===== src/rtl/mem_port_arbiter.sv =====
// mem_port_arbiter
// Shares one single-ported memory bus between the instruction-fetch side
// (imem_*) and the data-access side (dmem_*). One transaction is in flight at
// a time: a request is granted in IDLE, then the block waits in WAIT for
// mem_rvalid and steers the response back to the side that owns the bus.
// A per-transaction timeout turns a missing response into an error response.
//
// Parameters:
//   TIMEOUT_CYCLES - cycles after a grant before an error response is forced
//                    (0 disables the timeout)
// Build option:
//   ARB_ROUND_ROBIN_EN - when defined, alternate between sides under
//                        contention; otherwise dmem has fixed priority.
// Ports:
//   clk, reset_n                      - clock, async active-low reset
//   imem_req/addr -> imem_gnt/rvalid/rdata/err        - fetch side
//   dmem_req/wr_en/size/addr/wr_data -> dmem_gnt/rvalid/rdata/err - data side
//   mem_req/wr_en/size/addr/wr_data, mem_gnt/rvalid/rdata        - downstream
module mem_port_arbiter #(
  parameter int TIMEOUT_CYCLES = 64
) (
  input  logic        clk,
  input  logic        reset_n,
  input  logic        imem_req,
  input  logic [31:0] imem_addr,
  output logic        imem_gnt,
  output logic        imem_rvalid,
  output logic [31:0] imem_rdata,
  output logic        imem_err,
  input  logic        dmem_req,
  input  logic        dmem_wr_en,
  input  logic [1:0]  dmem_size,
  input  logic [31:0] dmem_addr,
  input  logic [31:0] dmem_wr_data,
  output logic        dmem_gnt,
  output logic        dmem_rvalid,
  output logic [31:0] dmem_rdata,
  output logic        dmem_err,
  output logic        mem_req,
  output logic        mem_wr_en,
  output logic [1:0]  mem_size,
  output logic [31:0] mem_addr,
  output logic [31:0] mem_wr_data,
  input  logic        mem_gnt,
  input  logic        mem_rvalid,
  input  logic [31:0] mem_rdata
);

  localparam int CNT_W = (TIMEOUT_CYCLES > 0) ? $clog2(TIMEOUT_CYCLES + 1) : 1;
  localparam logic [CNT_W-1:0] CNT_MAX  = {CNT_W{1'b1}};
  localparam logic [CNT_W-1:0] CNT_ONE  = CNT_W'(1);
  localparam logic [CNT_W-1:0] CNT_LAST = CNT_W'((TIMEOUT_CYCLES > 0) ? (TIMEOUT_CYCLES - 1) : 0);
  localparam bit               TO_EN    = (TIMEOUT_CYCLES > 0);
  localparam logic [1:0]       SIZE_WORD = 2'b10;

  typedef enum logic {ST_IDLE = 1'b0, ST_WAIT = 1'b1} state_t;
  typedef enum logic [1:0] {OWN_NONE = 2'd0, OWN_IMEM = 2'd1, OWN_DMEM = 2'd2} owner_t;

  state_t           state_q, state_d;
  owner_t           owner_q, owner_d;
  logic [CNT_W-1:0] cnt_q, cnt_d;
  logic             pick_dmem_s;

  // Internal (ungated) versions of every output.
  logic        mem_req_s, mem_wr_en_s;
  logic [1:0]  mem_size_s;
  logic [31:0] mem_addr_s, mem_wr_data_s;
  logic        imem_gnt_s, dmem_gnt_s;
  logic        resp_valid_s, resp_err_s;
  logic [31:0] resp_data_s;
  logic        imem_rvalid_s, imem_err_s, dmem_rvalid_s, dmem_err_s;
  logic [31:0] imem_rdata_s, dmem_rdata_s;

`ifdef ARB_ROUND_ROBIN_EN
  // 1 = dmem was the last side granted, 0 = imem.
  logic last_dmem_q, last_dmem_d;

  // Winner selection: alternate under contention, a lone requester always wins.
  always_comb begin
    if (imem_req && dmem_req) begin
      pick_dmem_s = ~last_dmem_q;
    end else begin
      pick_dmem_s = dmem_req;
    end
  end
`else
  // Winner selection: dmem always beats imem.
  always_comb begin
    pick_dmem_s = dmem_req;
  end
`endif

  // Next-state, downstream request and response generation.
  always_comb begin
    state_d       = state_q;
    owner_d       = owner_q;
    cnt_d         = cnt_q;
`ifdef ARB_ROUND_ROBIN_EN
    last_dmem_d   = last_dmem_q;
`endif
    mem_req_s     = 1'b0;
    mem_wr_en_s   = 1'b0;
    mem_size_s    = 2'b00;
    mem_addr_s    = 32'h0000_0000;
    mem_wr_data_s = 32'h0000_0000;
    imem_gnt_s    = 1'b0;
    dmem_gnt_s    = 1'b0;
    resp_valid_s  = 1'b0;
    resp_err_s    = 1'b0;
    resp_data_s   = 32'h0000_0000;
    case (state_q)
      ST_IDLE: begin
        if (imem_req || dmem_req) begin
          mem_req_s = 1'b1;
          if (pick_dmem_s) begin
            mem_wr_en_s   = dmem_wr_en;
            mem_size_s    = dmem_size;
            mem_addr_s    = dmem_addr;
            mem_wr_data_s = dmem_wr_data;
            dmem_gnt_s    = mem_gnt;
          end else begin
            mem_size_s    = SIZE_WORD;
            mem_addr_s    = imem_addr;
            imem_gnt_s    = mem_gnt;
          end
          if (mem_gnt) begin
            state_d = ST_WAIT;
            owner_d = pick_dmem_s ? OWN_DMEM : OWN_IMEM;
            cnt_d   = '0;
`ifdef ARB_ROUND_ROBIN_EN
            last_dmem_d = pick_dmem_s;
`endif
          end else begin
            state_d = ST_IDLE;
          end
        end else begin
          state_d = ST_IDLE;
        end
      end
      ST_WAIT: begin
        if (cnt_q != CNT_MAX) begin
          cnt_d = cnt_q + CNT_ONE;
        end else begin
          cnt_d = cnt_q;
        end
        // A real response beats a timeout landing in the same cycle.
        if (mem_rvalid) begin
          resp_valid_s = 1'b1;
          resp_data_s  = mem_rdata;
          state_d      = ST_IDLE;
          owner_d      = OWN_NONE;
        end else if (TO_EN && (cnt_q == CNT_LAST)) begin
          resp_valid_s = 1'b1;
          resp_err_s   = 1'b1;
          state_d      = ST_IDLE;
          owner_d      = OWN_NONE;
        end else begin
          state_d = ST_WAIT;
        end
      end
      default: begin
        state_d = ST_IDLE;
        owner_d = OWN_NONE;
        cnt_d   = '0;
      end
    endcase
  end

  // Steer the response to the owning side only; the other side stays at zero.
  always_comb begin
    imem_rvalid_s = 1'b0;
    imem_err_s    = 1'b0;
    imem_rdata_s  = 32'h0000_0000;
    dmem_rvalid_s = 1'b0;
    dmem_err_s    = 1'b0;
    dmem_rdata_s  = 32'h0000_0000;
    case (owner_q)
      OWN_IMEM: begin
        imem_rvalid_s = resp_valid_s;
        imem_err_s    = resp_err_s;
        imem_rdata_s  = resp_data_s;
      end
      OWN_DMEM: begin
        dmem_rvalid_s = resp_valid_s;
        dmem_err_s    = resp_err_s;
        dmem_rdata_s  = resp_data_s;
      end
      default: begin
        imem_rvalid_s = 1'b0;
      end
    endcase
  end

  // Outputs are forced low while reset is asserted, independent of the clock,
  // so the core and fabric see an idle bus the moment reset_n falls.
  always_comb begin
    if (reset_n) begin
      mem_req     = mem_req_s;
      mem_wr_en   = mem_wr_en_s;
      mem_size    = mem_size_s;
      mem_addr    = mem_addr_s;
      mem_wr_data = mem_wr_data_s;
      imem_gnt    = imem_gnt_s;
      imem_rvalid = imem_rvalid_s;
      imem_rdata  = imem_rdata_s;
      imem_err    = imem_err_s;
      dmem_gnt    = dmem_gnt_s;
      dmem_rvalid = dmem_rvalid_s;
      dmem_rdata  = dmem_rdata_s;
      dmem_err    = dmem_err_s;
    end else begin
      mem_req     = 1'b0;
      mem_wr_en   = 1'b0;
      mem_size    = 2'b00;
      mem_addr    = 32'h0000_0000;
      mem_wr_data = 32'h0000_0000;
      imem_gnt    = 1'b0;
      imem_rvalid = 1'b0;
      imem_rdata  = 32'h0000_0000;
      imem_err    = 1'b0;
      dmem_gnt    = 1'b0;
      dmem_rvalid = 1'b0;
      dmem_rdata  = 32'h0000_0000;
      dmem_err    = 1'b0;
    end
  end

  // State, owner and timeout counter registers.
  always_ff @(posedge clk or negedge reset_n) begin
    if (!reset_n) begin
      state_q <= ST_IDLE;
      owner_q <= OWN_NONE;
      cnt_q   <= '0;
    end else begin
      state_q <= state_d;
      owner_q <= owner_d;
      cnt_q   <= cnt_d;
    end
  end

`ifdef ARB_ROUND_ROBIN_EN
  // Last-granted side; reset points at imem so dmem wins the first contention.
  always_ff @(posedge clk or negedge reset_n) begin
    if (!reset_n) begin
      last_dmem_q <= 1'b0;
    end else begin
      last_dmem_q <= last_dmem_d;
    end
  end
`endif

endmodule


===== config.mk =====
export PLATFORM = sky130hd
export DESIGN_NAME = mem_port_arbiter
export DESIGN_NICKNAME = d
export VERILOG_FILES = /design/src/rtl/mem_port_arbiter.sv
export SDC_FILE = /design/constraint.sdc
export NUM_CORES = 1
export LEC_CHECK = 0
export CELL_PAD_IN_SITES_DETAIL_PLACEMENT = 1
export CELL_PAD_IN_SITES_GLOBAL_PLACEMENT = 1
export CORE_ASPECT_RATIO = 1.75
export CORE_MARGIN = 5
export CORE_UTILIZATION = 11
export DETAILED_ROUTE_END_ITERATION = 10
export PLACE_DENSITY_LB_ADDON = 0.1
export SYNTH_ARGS = -nofsm -noshare
export SYNTH_HDL_FRONTEND = slang
export SYNTH_SLANG_ARGS = --single-unit
export TNS_END_PERCENT = 20

===== constraint.sdc =====
create_clock -name clk -period 1.2 [get_ports clk]
set_clock_uncertainty 0.05 [all_clocks]
set_input_delay 0.24 -clock clk [delete_from_list [all_inputs] [get_ports clk]]
set_output_delay 0.24 -clock clk [all_outputs]
set_load 0.005 [all_outputs]

==> metrics.md, run 1 <==
| Metric | Value |
|---|---|
| Area Overhead vs Synth | `219.9%` |
| Critical Path Sink Type | `primary output` |
| Die area | `0.01772 sq mm` |
| Final Hold Fails | `0` |
| Tcrit/Tclk final | `1.664` |
| Count of final setup violators | `147` |
| Total Power | `3.080 mW` |
| Vias in the first global route | `3464` |
| Count of clock tree sinks | `10` |
| Final worst slack | `-0.7970 ns` |
| Status | `complete, but fails checks` |
| EDFF count, synth | `0` |
| Largest net degree at the start of global routing | `35` |
| Starting density of the core | `0.1117` |
| Total number of vias | `between 3000 and 4000` |
| Input/output buffers | `274` |
| DR iter-0 viols | `36` |
| H-tree Lvls | `1` |
| Sequential share of the synthesized area | `0.1509` |
| CTS tree | `done` |
| Distinct cells, synth | `36` |
| Yosys top cell by area | `nor2_1` |
| Synth warn | `0` |
| Routability cong. | `between 0.7 and 0.8` |
| Inst Count DP | `728` |
| Post-Synthesis Cells | `259` |
| Routed wire length | `15380 um` |
| Number of max-cap violations | `0` |
| Fmax achieved | `0.5007 GHz` |
| Ys async rst share | `1.000` |
| Reg2reg path depth | `6` |
| Post-route cell area | `0.005304 sq mm` |
| Synth Register Bits | `10` |
| Layout cells sized above 1 | `0.5310` |
| Row count | `59` |
| Yosys top cell area share | `0.1698` |
| Syn Nets | `just under 400` |
| Fin crit period | `approximately 2 ns` |
| Worst skew pair latency | `0.24 ns` |
| Placed cell area | `0.005064 sq mm` |
| Grt ovf | `0` |
| WP data required | `between 0.9 and 1 ns` |
| First-pass GRT wire length | `slightly above 20000 um` |
| Initial antenna violation count | `3` |
| Core box area | `0.01484 sq mm` |
| CTS Buffer Depth | `2` |
| Clock transition at path regs | `0.04 ns` |
| RSZ-0062 raised after global routing | `true` |
| DR pass1 iterations | `4` |
| Tot GR Track Use | `0.1533` |
| Area contributors post-synth | `nor2_1, a22o_1, dfrtp_1` |
| P per Cell Area | `580.8 mW/mm^2` |
| Mapped Area | `0.001658 sq mm` |
| Mean routed wirelength per cell | `~20 um` |
| Post-route ant nets | `0` |
| Lkg Pwr | `2.594 nW` |
| Via/cell ratio | `4.243` |
| Nets@finish | `719` |
| Die X-Extent | `102.8 um` |
| Pins Over Slew Limit | `0` |
| Setup_tns | `-85.00 ns` |
| Critical path peak fanout | `6` |
| Dpl hpwl | `11770 um` |
| Fin util | `0.3575` |
| Residual DRC count | `0` |
| Clock Tree Root | `clkbuf_16` |
| I/O pin cnt | `275` |
| Die H | `172.4 um` |
| Relative slew slack | `0.8460` |
| Syn Area/Cell | `6.401 sq um` |
| Critical path class | `flop to primary output` |
| Worst VDD drop | `413.9 uV` |
| Fin cells | `765` |
| Top FF cell, synth | `dfrtp_1` |
| Worst setup SP type | `flop` |
| Failing checks | `setup timing` |
| Worst Path Arrival | `1.71 ns` |
| Slew at the pin closest to its max-slew limit | `0.2311 ns` |
| TritonCTS Buffers | `3` |
| Hold Path Class | `primary input to asynchronous set/reset pin` |
-- path summary, 6_finish.rpt --
kind                            start     endpoint  slack [ns]
max                           state_q  mem_addr[3]       -0.80
min in group clk           mem_rvalid      state_q        0.51
min                           reset_n   owner_q[0]        0.19
max in group asynchronous     reset_n     cnt_q[6]        0.75
min reg2reg                owner_q[1]   owner_q[1]        0.57
max reg2reg                  cnt_q[0]     cnt_q[1]       -0.21
-- placed cells by master (no fill, tap or decap), types with 8 or more instances in the layout --
cell type,count
nor2_2,28
and2_1,16
nor2_1,47
and2_4,21
a22o_1,32
buf_2,91
buf_6,29
buf_4,34
buf_12,12
nand2_1,8
clkdlybuf4s50_1,131
clkbuf_2,25
dfrtp_1,9
nand2_4,27
-- registers in the layout (all words and copies together), names as in the netlist --
name and flops:
cnt_q 7, owner_q 2, state_q 1
-- critical path, cell delays in order, from the launching register on --
cell and delay [ns]:
dfrtp_2 0.40, and3b_2 0.25, buf_6 0.13, buf_8 0.12, buf_12 0.13, buf_6 0.11, a22o_1 0.19, buf_2 0.13
-- report_power, final --
part | switching, mW | total [mW] | internal (mW) | leakage (nW)
clock | 0.165 | 0.667 | 0.502 | 0.0442
combinational | 0.783 | 1.95 | 1.16 | 2.42
sequential | 0.0606 | 0.466 | 0.406 | 0.130
total | 1.01 | 3.08 | 2.07 | 2.59
-- cells by family (layout without fill, tap and decap cells) --
| group | Yosys count | count (layout) | share of synthesized area |
|---|---|---|---|
| AO/OA/AOI/OAI | 49 | 49 | 0.2355 |
| XOR/XNOR | 1 | 1 | 0.005284 |
| adder cells (fa/ha/maj) | 1 | 1 | 0.007546 |
| buffers and inverters | 25 | 346 | 0.1026 |
| flip-flops | 10 | 10 | 0.1509 |
| multiplexers | 4 | 4 | 0.02415 |
| other | 0 | 2 | 0 |
| AND/OR/NAND/NOR | 169 | 169 | 0.4740 |
-- routing by layer --
metal  vias to the layer above  track usage  part of all wire
li1                       1518            -                 -
met1                      1506       0.1267              0.28
met2                       198       0.3202              0.57
met3                        22      0.05410              0.13
met4                         2      0.04848             0.029
met5                         -            0           0.00046
-- stage by stage --
step / hold WS (ns) / setup slack (ns)
finish: 0.1938 / -0.7970
global route: 0.2368 / -0.8641
CTS: 0.2053 / -0.8145
detailed placement: 0.5616 / -1.121
global placement: 0.5328 / -1.111
floorplan: -0.1056 / -0.1542
-- area by class of cell --
cell class	instances	area (sq um)
clock buffer	4	88.84
tap	183	229.0
sequential	10	251.5
inverter	1	3.754
multi-input combinational	224	1640
antenna	2	5.005
timing repair buffer	341	3085
fill	1801	9534
-- cell usage after synthesis, types with 2 or more instances --
| cell type | count |
|---|---|
| nand3_1 | 2 |
| o21ai_0 | 2 |
| o21ai_2 | 2 |
| a22o_1 | 32 |
| mux2i_1 | 4 |
| clkbuf_1 | 6 |
| a21oi_1 | 4 |
| dfrtp_1 | 10 |
| nand3b_1 | 3 |
| buf_6 | 7 |
| nor3b_1 | 2 |
| nor2_1 | 75 |
| buf_4 | 4 |
| nand2_1 | 41 |
| o22ai_1 | 2 |
| and2_1 | 37 |
| buf_2 | 7 |
-- repair_timing --
item	CTS	global route
setup endpoints to repair	148	148
cloned	8	3
pin swaps	31	36
resized for setup	547	94
hold buffers	0	0
setup buffers	16	5
(Power assumes the default switching activity.)
==> run 2, diff against run 1 <==
Settings changed: SKIP_CTS_REPAIR_TIMING from default to 1.
==> metrics.md, run 2 (synthesis gave the netlist of run 1 again) <==
| Metric | Value |
|---|---|
| Die H | `172.4 um (unchanged)` |
| P per Cell Area | `572.2 mW/mm^2 (-1.5%)` |
| Vias in the first global route | `3238 (-6.5%)` |
| Pins Over Slew Limit | `0 (unchanged)` |
| Layout cells sized above 1 | `0.4830 (-0.04804)` |
| Post-route ant nets | `0 (unchanged)` |
| Final worst slack | `-0.7359 ns (+0.06110 ns)` |
| Number of max-cap violations | `0 (unchanged)` |
| Largest regs | `cnt_q (7), owner_q (2), state_q (1)` |
| Worst setup SP type | `flop` |
| Critical path peak fanout | `8 (+2)` |
| Via/cell ratio | `4.218 (-0.60%)` |
| Lkg Pwr | `2.614 nW (+0.76%)` |
| Post-route cell area | `0.005145 sq mm (-3.0%)` |
| Grt ovf | `0 (unchanged)` |
| Worst Path Arrival | `1.65 ns (-0.06 ns)` |
| Max reg flops | `7 (unchanged)` |
| Die X-Extent | `102.8 um (unchanged)` |
| Largest net degree at the start of global routing | `50 (+43%)` |
| DR pass1 iterations | `4 (unchanged)` |
| Status | `complete, but fails checks` |
| Register area | `251.5 sq um (unchanged)` |
| Starting density of the core | `0.1117 (unchanged)` |
| Clock transition at path regs | `0.04 ns (about the same)` |
| Area Overhead vs Synth | `210.3%` |
| DR iter-0 viols | `66 (+83%)` |
| Hold Path Class | `primary input to asynchronous set/reset pin` |
| Core box area | `0.01484 sq mm (unchanged)` |
| Fill count | `1828 (+1.5%)` |
| Dpl hpwl | `11770 um (unchanged)` |
| Reg with most FFs | `cnt_q` |
| RSZ-0062 raised after global routing | `true` |
| Relative slew slack | `0.8579 (+0.01195)` |
| Routability cong. | `0.7791 (unchanged)` |
| Total number of vias | `3256 (+0.31%)` |
| Initial antenna violation count | `2 (-1)` |
| Critical Path Sink Type | `primary output` |
| Residual DRC count | `0 (unchanged)` |
| TritonCTS Buffers | `3 (unchanged)` |
| WP data required | `0.91 ns (about the same)` |
| Tcrit/Tclk final | `1.613 (-0.05092)` |
| Area of the multi-input gates | `0.001549 sq mm (-5.6%)` |
| Nets@finish | `727 (+1.1%)` |
| H-tree Lvls | `1 (unchanged)` |
| Count of final setup violators | `148 (+0.68%)` |
| CTS tree | `done` |
| Final Hold Fails | `0 (unchanged)` |
| Critical path class | `flop to primary output` |
| Worst skew pair latency | `0.24 ns (about the same)` |
| Input/output buffers | `274 (unchanged)` |
| Fmax achieved | `0.5165 GHz (+3.2%)` |
| Count of clock tree sinks | `10 (unchanged)` |
| CTS Buffer Depth | `2 (unchanged)` |
| Tot GR Track Use | `0.1364 (-0.01699)` |
| Routed wire length | `15200 um (-1.2%)` |
| Mean routed wirelength per cell | `19.69 um (-2.1%)` |
| Die area | `0.01772 sq mm (unchanged)` |
| Commonest non-fill, non-tap cell in the layout | `clkdlybuf4s50_1` |
| Failing checks | `setup timing` |
| Placed cell area | `0.005064 sq mm (unchanged)` |
| Row count | `59 (unchanged)` |
| Worst VDD drop | `411.1 uV (-0.68%)` |
| Fin crit period | `1.936 ns (-0.06110 ns)` |
| Most frequent cells in the layout | `clkdlybuf4s50_1, clkbuf_2, buf_2` |
| First-pass GRT wire length | `18680 um (-9.4%)` |
| Slew at the pin closest to its max-slew limit | `0.2124 ns (-0.01861 ns)` |
| Fin util | `0.3467 (-0.01071)` |
| Setup_tns | `-84.11 ns (+0.8901 ns)` |
| Clock Tree Root | `clkbuf_16` |
| I/O pin cnt | `275 (unchanged)` |
[run 2: worst paths after layout]
path                            start      endpoint  slack (ns)  cells after the start
min in group clk           mem_rvalid       state_q        0.40                      3
max in group asynchronous     reset_n      cnt_q[6]        0.85                      3
hold reg to reg              cnt_q[3]      cnt_q[3]        0.57                      2
setup / recovery              state_q  mem_addr[14]       -0.74                      6
setup reg to reg             cnt_q[0]      cnt_q[1]       -0.17                      6
hold / removal                reset_n    owner_q[0]        0.09                      3
[run 2: routing by layer]
layer | share of wire | wire length, um | global-route usage | vias up
li1 | - | - | - | 1534
met1 | 0.29 | 4417 | 0.1176 | 1504
met2 | 0.57 | 8597 | 0.2777 | 197
met3 | 0.12 | 1851 | 0.05248 | 19
met4 | 0.021 | 325 | 0.03946 | 2
met5 | 0.00046 | 7 | 0 | -
[run 2: power by group]
| part | switching [mW] | internal, mW | leakage [nW] | total (mW) |
|---|---|---|---|---|
| Clock | 0.165 | 0.502 | 0.0442 | 0.667 |
| Sequential | 0.0530 | 0.406 | 0.130 | 0.459 |
| Combinational | 0.735 | 1.08 | 2.44 | 1.82 |
[run 2: critical path, stage by stage, from the launching register on]
cell	delay [ns]
dfrtp_2	0.41
and3b_2	0.24
buf_12	0.14
clkbuf_16	0.16
buf_8	0.12
a22o_1	0.20
buf_2	0.12
[run 2: per-stage QoR]
stage	worst slack, ns	hold WS (ns)	total power, mW	cells
after CTS	-1.122	0.4674	2.834	732
after floorplan	-0.1542	-0.1056	1.077	259
after detailed placement	-1.121	0.5616	2.153	728
after global routing	-0.7775	0.1327	3.128	772
after global placement	-1.111	0.5328	2.122	728
final	-0.7359	0.09376	2.944	772
[run 2: cell type report]
| type | count | area share |
|---|---|---|
| Antenna cell | 1 | 0.0004864 |
| Clock buffer | 4 | 0.01727 |
| Inverter | 1 | 0.0007296 |
| Multi-Input combinational cell | 224 | 0.3011 |
| Sequential cell | 10 | 0.04888 |
| Tap cell | 183 | 0.04450 |
| Timing Repair Buffer | 349 | 0.5871 |
